## src/rtl/jesd204b_lane_sync.sv

```systemverilog
// JESD204B per-lane link establishment: code group synchronisation, initial
// lane alignment sequence tracking and data-phase error monitoring. Drives
// SYNC~ back to the transmitter and the write strobe of the elastic buffer.
module jesd204b_lane_sync #(
  parameter int DATA_WIDTH   = 32,
  parameter int CGS_COUNT    = 4,
  parameter int ILAS_MF      = 4,
  parameter int ILAS_TIMEOUT = 1024,
  parameter int ERR_THRESH   = 8
) (
  input  logic                    clk_i,
  input  logic                    rst_ni,
  input  logic                    enable_i,
  input  logic [DATA_WIDTH-1:0]   data_i,
  input  logic [DATA_WIDTH/8-1:0] charisk_i,
  input  logic [DATA_WIDTH/8-1:0] disperr_i,
  input  logic [DATA_WIDTH/8-1:0] notintable_i,
  output logic [DATA_WIDTH-1:0]   data_o,
  output logic                    ready_o,
  output logic                    sync_no,
  output logic [1:0]              state_o,
  output logic                    ilas_done_o,
  output logic [15:0]             err_cnt_o
);

  localparam int OCT = DATA_WIDTH / 8;
  localparam int TW  = $clog2(ILAS_TIMEOUT + 1);

  localparam logic [1:0] ST_CGS  = 2'd0;
  localparam logic [1:0] ST_WAIT = 2'd1;
  localparam logic [1:0] ST_ILAS = 2'd2;
  localparam logic [1:0] ST_DATA = 2'd3;

  // Word classification helpers
  function automatic logic word_err(input logic [OCT-1:0] de, input logic [OCT-1:0] nt);
    return (|de) | (|nt);
  endfunction

  function automatic logic all_comma(input logic [DATA_WIDTH-1:0] d, input logic [OCT-1:0] k);
    logic r;
    r = 1'b1;
    for (int i = 0; i < OCT; i++) begin
      r = r & k[i] & (d[8*i +: 8] == 8'hBC);
    end
    return r;
  endfunction

  function automatic logic is_rstart(input logic [DATA_WIDTH-1:0] d, input logic [OCT-1:0] k);
    return k[0] & (d[7:0] == 8'h1C);
  endfunction

  function automatic logic is_afound(input logic [DATA_WIDTH-1:0] d, input logic [OCT-1:0] k);
    return k[OCT-1] & (d[DATA_WIDTH-1 -: 8] == 8'h7C);
  endfunction

  logic [1:0]            state_r;
  logic [1:0]            state_calc_s;
  logic [1:0]            state_nxt_s;
  logic                  go_cgs_s;
  logic [7:0]            cgs_cnt_r, cgs_nxt_s;
  logic [3:0]            mf_cnt_r, mf_nxt_s;
  logic [TW-1:0]         tmo_cnt_r, tmo_nxt_s;
  logic [7:0]            run_r, run_nxt_s;
  logic [15:0]           err_cnt_r, err_cnt_nxt_s;
  logic [DATA_WIDTH-1:0] data_r;
  logic                  ready_r, sync_r, done_r;
  logic                  ready_nxt_s, sync_nxt_s, done_nxt_s;

  logic err_s, comma_s, rstart_s, afound_s;
  logic cgs_last_s, mf_last_s, tmo_last_s, run_last_s;

  assign err_s    = word_err(disperr_i, notintable_i);
  assign comma_s  = all_comma(data_i, charisk_i) & ~err_s;
  assign rstart_s = is_rstart(data_i, charisk_i) & ~err_s;
  assign afound_s = is_afound(data_i, charisk_i);

  // The current word is the (count+1)-th, so "last" compares against N-1
  assign cgs_last_s = (cgs_cnt_r == 8'(CGS_COUNT - 1));
  assign mf_last_s  = (mf_cnt_r == 4'(ILAS_MF - 1));
  assign tmo_last_s = (tmo_cnt_r == TW'(ILAS_TIMEOUT - 1));
  assign run_last_s = (run_r == 8'(ERR_THRESH - 1));

  // Any exit back to CGS overrides the state computed by the case below
  assign state_nxt_s = go_cgs_s ? ST_CGS : state_calc_s;

  // State register
  always_ff @(posedge clk_i or negedge rst_ni) begin
    if (!rst_ni) begin
      state_r <= ST_CGS;
    end else begin
      state_r <= state_nxt_s;
    end
  end

  // Next-state and counter update logic; mf_cnt is always zero in ILAS_WAIT,
  // so mf_last there means a single /A/ on the /R/ word completes ILAS
  always_comb begin
    go_cgs_s      = 1'b0;
    state_calc_s  = state_r;
    cgs_nxt_s     = cgs_cnt_r;
    mf_nxt_s      = mf_cnt_r;
    tmo_nxt_s     = tmo_cnt_r;
    run_nxt_s     = run_r;
    err_cnt_nxt_s = err_cnt_r;
    if (!enable_i) begin
      go_cgs_s = 1'b1;
    end else begin
      case (state_r)
        ST_CGS: begin
          if (comma_s) begin
            if (cgs_last_s) begin
              state_calc_s = ST_WAIT;
              cgs_nxt_s    = 8'd0;
              tmo_nxt_s    = '0;
            end else begin
              cgs_nxt_s = cgs_cnt_r + 8'd1;
            end
          end else begin
            cgs_nxt_s = 8'd0;
          end
        end
        ST_WAIT: begin
          if (comma_s) begin
            if (tmo_last_s) begin
              go_cgs_s = 1'b1;
            end else begin
              tmo_nxt_s = tmo_cnt_r + TW'(1);
            end
          end else if (rstart_s) begin
            if (afound_s && mf_last_s) begin
              state_calc_s = ST_DATA;
              mf_nxt_s     = 4'd0;
              run_nxt_s    = 8'd0;
            end else if (tmo_last_s) begin
              go_cgs_s = 1'b1;
            end else begin
              state_calc_s = ST_ILAS;
              mf_nxt_s     = mf_cnt_r + {3'b000, afound_s};
              tmo_nxt_s    = tmo_cnt_r + TW'(1);
            end
          end else begin
            go_cgs_s = 1'b1;
          end
        end
        ST_ILAS: begin
          if (err_s) begin
            go_cgs_s = 1'b1;
          end else if (afound_s && mf_last_s) begin
            state_calc_s = ST_DATA;
            mf_nxt_s     = 4'd0;
            run_nxt_s    = 8'd0;
          end else if (tmo_last_s) begin
            go_cgs_s = 1'b1;
          end else begin
            mf_nxt_s  = mf_cnt_r + {3'b000, afound_s};
            tmo_nxt_s = tmo_cnt_r + TW'(1);
          end
        end
        ST_DATA: begin
          if (err_s) begin
            err_cnt_nxt_s = (err_cnt_r == 16'hFFFF) ? err_cnt_r : err_cnt_r + 16'd1;
            if (run_last_s) begin
              go_cgs_s = 1'b1;
            end else begin
              run_nxt_s = run_r + 8'd1;
            end
          end else begin
            run_nxt_s = 8'd0;
          end
        end
        default: begin
          go_cgs_s = 1'b1;
        end
      endcase
    end
  end

  // Next values of the registered outputs
  always_comb begin
    sync_nxt_s  = (state_nxt_s != ST_CGS);
    ready_nxt_s = (state_r == ST_DATA) && (state_nxt_s == ST_DATA);
    done_nxt_s  = (state_r != ST_DATA) && (state_nxt_s == ST_DATA);
  end

  // Link counters; a return to CGS clears all but the error total
  always_ff @(posedge clk_i or negedge rst_ni) begin
    if (!rst_ni) begin
      cgs_cnt_r <= 8'd0;
      mf_cnt_r  <= 4'd0;
      tmo_cnt_r <= '0;
      run_r     <= 8'd0;
      err_cnt_r <= 16'd0;
    end else begin
      err_cnt_r <= err_cnt_nxt_s;
      if (go_cgs_s) begin
        cgs_cnt_r <= 8'd0;
        mf_cnt_r  <= 4'd0;
        tmo_cnt_r <= '0;
        run_r     <= 8'd0;
      end else begin
        cgs_cnt_r <= cgs_nxt_s;
        mf_cnt_r  <= mf_nxt_s;
        tmo_cnt_r <= tmo_nxt_s;
        run_r     <= run_nxt_s;
      end
    end
  end

  // Output registers: data is forwarded every cycle, ready marks DATA words
  always_ff @(posedge clk_i or negedge rst_ni) begin
    if (!rst_ni) begin
      data_r  <= '0;
      ready_r <= 1'b0;
      sync_r  <= 1'b0;
      done_r  <= 1'b0;
    end else begin
      data_r  <= data_i;
      ready_r <= ready_nxt_s;
      sync_r  <= sync_nxt_s;
      done_r  <= done_nxt_s;
    end
  end

  assign data_o      = data_r;
  assign ready_o     = ready_r;
  assign sync_no     = sync_r;
  assign state_o     = state_r;
  assign ilas_done_o = done_r;
  assign err_cnt_o   = err_cnt_r;

endmodule

```

## config.mk

```make
export PLATFORM = sky130hd
export DESIGN_NAME = jesd204b_lane_sync
export DESIGN_NICKNAME = d
export VERILOG_FILES = /design/src/rtl/jesd204b_lane_sync.sv
export SDC_FILE = /design/constraint.sdc
export NUM_CORES = 1
export LEC_CHECK = 0
export ABC_AREA = 1
export CAP_MARGIN = 20
export CELL_PAD_IN_SITES_DETAIL_PLACEMENT = 1
export CELL_PAD_IN_SITES_GLOBAL_PLACEMENT = 1
export CORE_ASPECT_RATIO = 2
export CORE_UTILIZATION = 41
export CTS_CLUSTER_DIAMETER = 120
export DETAILED_ROUTE_END_ITERATION = 6
export GPL_TIMING_DRIVEN = 0
export PLACE_DENSITY_LB_ADDON = 0.12
export SLEW_MARGIN = 20
export SYNTH_ARGS = -nofsm -noshare
export SYNTH_HDL_FRONTEND = slang
export SYNTH_SLANG_ARGS = --single-unit
export TNS_END_PERCENT = 30
```

## constraint.sdc

```tcl
create_clock -name clk_i -period 3.6 [get_ports clk_i]
set_clock_uncertainty 0.2 [all_clocks]
set_input_delay 0.36 -clock clk_i [delete_from_list [all_inputs] [get_ports clk_i]]
set_output_delay 0.36 -clock clk_i [all_outputs]
set_load 0.02 [all_outputs]
```

==> results by group <==
Outcome
  • Status: finished, final reports clean

Die
  • CORE AREA: 0.01135 mm^2
  • Die H: 154.6 um
  • Core Rows: 55
  • Die Area: 0.01210 mm^2
  • Starting Density: 42.04%
  • Die width: 78.30 um
  • Top Ports: 100

CTS
  • Worst-Skew Late Latency: 0.34 ns
  • Root Driver: clkbuf_16
  • Clk buf depth: 2
  • CTS tree: done
  • CTS resizes: 0
  • Sink Count: 84
  • Worst-path clk slew: 0.07 ns
  • H-tree levels: 3
  • Cts-stage hold buffer count: 1
  • Total CTS buffers: 9
  • Post-CTS setup buffers: 0

Setup path
  • Worst setup SP type: flop
  • Crit path DAT: 2.67 ns
  • Crit Path Max Fanout: 10
  • Crit path capture type: flop
  • CP required: 3.68 ns
  • CP Class: reg2reg

Worst hold path
  • Worst hold path type: in2reg

Timing
  • RSZ-0062 raised after global routing: false
  • Final Max Slew Viols: 0
  • Final Hold Vio Count: 0
  • Final worst path period share: roughly 72%
  • Setup TNS: 0 ns
  • Slew @ Worst Pin: approximately 0.56 ns
  • Slew margin rel.: 62.89%
  • Crit path time final: between 2 and 3 ns
  • Highest clock rate: ~390 MHz
  • Final setup violation count: 0

Final layout
  • Area grow syn2layout: 31.61%
  • Most common cell after layout, fill and taps aside: nand2_1
  • Antenna Cells: 0
  • # nets final: 772
  • Most frequent cells in the layout: nand2_1 (152), clkdlybuf4s50_1 (98), dfrtp_1 (84)
  • Cell area after layout: roughly 0.0063 mm^2
  • Fin cells: between 800 and 900
  • Final design utilization: between 50% and 60%
  • Share of layout cells above drive strength 1: 7.103%

Drt
  • Via/cell ratio: 5.365
  • DRC: 0
  • 1st-iter DRT viols: around 130
  • DRT Wirelength: approximately 15 mm
  • Antenna violation net count after detailed routing: 0
  • Drt first pass iters: 4
  • Vias: 4,614
  • WL per Instance: 17.33 um

Power and ir drop
  • Total Power: between 2 and 3 mW
  • Sw frac: 30.18%
  • Internal power: 1.801 mW
  • PD cells: 410.5 mW/mm^2
  • Peak VDD IR: 0.0002969 V
  • Clock power frac: 37.5%
  • Register share of total power: 41.0%
  • Combinational share of power: 21.5%
  • Net switching power: 778.3 uW
  • Pleak: 2.891 nW

GRT
  • Largest net degree at the start of global routing: 46
  • Vias in the first global route: ~5,100
  • First-pass GRT wire length: 24.54 mm
  • Grt total ovfl: 0
  • Initial antenna violation count: 0
  • GRT Overall Usage: 26.22%

Logic synthesis
  • YS warnings: 0
  • Register area share after synthesis: around 44%
  • Syn Std Cell Area: 0.004773 mm^2
  • Syn nets: 660
  • Top cells by area, synth: dfrtp_1 (44%), nand2_1 (12%), nor2_1 (6.2%), nand3_1 (5.8%), inv_1 (4.6%)
  • Most used DFF post-synth: dfrtp_1
  • Yosys top cell area share: 44.04%
  • Largest area contributor in the netlist: dfrtp_1
  • #FFs+latches synth: 84
  • Cell count after synthesis: 601
  • Async S/R FF share, synth: 100.0%
  • Number of synthesized flops with an enable pin: 0
  • Post-synthesis cell type count: 44
  • Syn Area/Cell: 7.942 um^2

Placed design
  • Placed Area: 0.005959 mm^2
  • Final GP Congestion: 0.8491
  • Post-detail-place hpwl: 11.38 mm
  • IO Port Bufs: 99
  • Placed Cells: 843

Job
  • Max Cap Viol: 0
cell type report:
cell class,count,area [um^2]
Tap cell,142,177.7
Buffer,10,55.05
Fill cell,1374,5072
Clock buffer,11,252.7
Clock inverter,5,60.06
Inverter,61,229.0
Multi-Input combinational cell,446,2387
Timing Repair Buffer,101,1018
Sequential cell,84,2102
power groups by stage:
stage	combinational, mW	sequential (mW)	clock, mW
floorplan	0.209	1.13	0
global placement	0.533	1.07	0
detailed placement	0.552	1.08	0
CTS	0.558	1.06	0.984
global route	0.599	1.07	1.02
finish	0.554	1.06	0.966
worst max-delay path, cell delays in order (launching register included):
cell and delay (ns):
dfrtp_1 0.49, ha_1 0.26, inv_1 0.19, nor2_1 0.13, nand3_1 0.14, nand2_1 0.11
nor2_2 0.14, nand2_4 0.09, a21oi_4 0.30, buf_4 0.29, nand3_1 0.09, nand2_1 0.08
state kept, by name, summed over array words and instances, names as in the netlist:
register,count
data_o,32
err_cnt_o,16
tmo_cnt_r,11
cgs_cnt_r,8
run_r,8
mf_cnt_r,4
state_o,2
ilas_done_o,1
ready_o,1
sync_no,1
layer usage:
metal  global-route usage [%]  up-vias  share of wire, %
li1                         -     2187                 -
met1                    25.42     2253                36
met2                    50.92      135                56
met3                    4.720       39               4.5
met4                    13.40        0               3.8
met5                        0        -                 0
metrics by stage:
step           worst slack (ns)  hold WS [ns]
3_5_place_dp             0.6686        0.1829
5_1_grt                  0.8292        0.2674
2_1_floorplan             1.537       -0.1356
6_report                  1.016        0.2793
4_1_cts                   1.006        0.2707
3_3_place_gp             -1.028        0.2669
synthesized netlist by cell type, types with 2 or more instances:
master / count
nand2_1: 152
dfrtp_1: 84
nor2_1: 79
inv_1: 58
nand3_1: 55
nand4_1: 23
xor2_1: 20
nor3_1: 19
o21ai_0: 17
ha_1: 12
o221ai_1: 7
xnor2_1: 7
a21oi_1: 6
nand3b_1: 6
clkbuf_1: 5
nand2_4: 4
nor2_4: 4
o211ai_1: 4
or2_2: 4
nor2_2: 3
nor4_1: 3
and3_1: 2
buf_2: 2
buf_4: 2
inv_2: 2
nand3_2: 2
nor3_2: 2
final timing paths:
check | end | startpoint | slack, ns | cells past startpoint
min in group asynchronous | cgs_cnt_r[3] | rst_ni | 0.34 | 2
setup / recovery | cgs_cnt_r[6] | state_o[1] | 1.02 | 11
hold / removal | data_o[26] | data_i[26] | 0.28 | 1
max in group asynchronous | data_o[14] | rst_ni | 2.21 | 3
setup reg to reg | cgs_cnt_r[6] | state_o[1] | 1.02 | 11
hold reg to reg | cgs_cnt_r[7] | cgs_cnt_r[7] | 0.30 | 2
kinds of logic after synthesis:
| group | share of synthesized area (%) |
|---|---|
| buf+inv | 5.950 |
| xor+xnor | 4.954 |
| compound gates | 5.688 |
| flops | 44.04 |
| fa+ha+maj | 3.145 |
| simple gates | 36.23 |
Note: power is estimated with default switching activity, not from simulation.
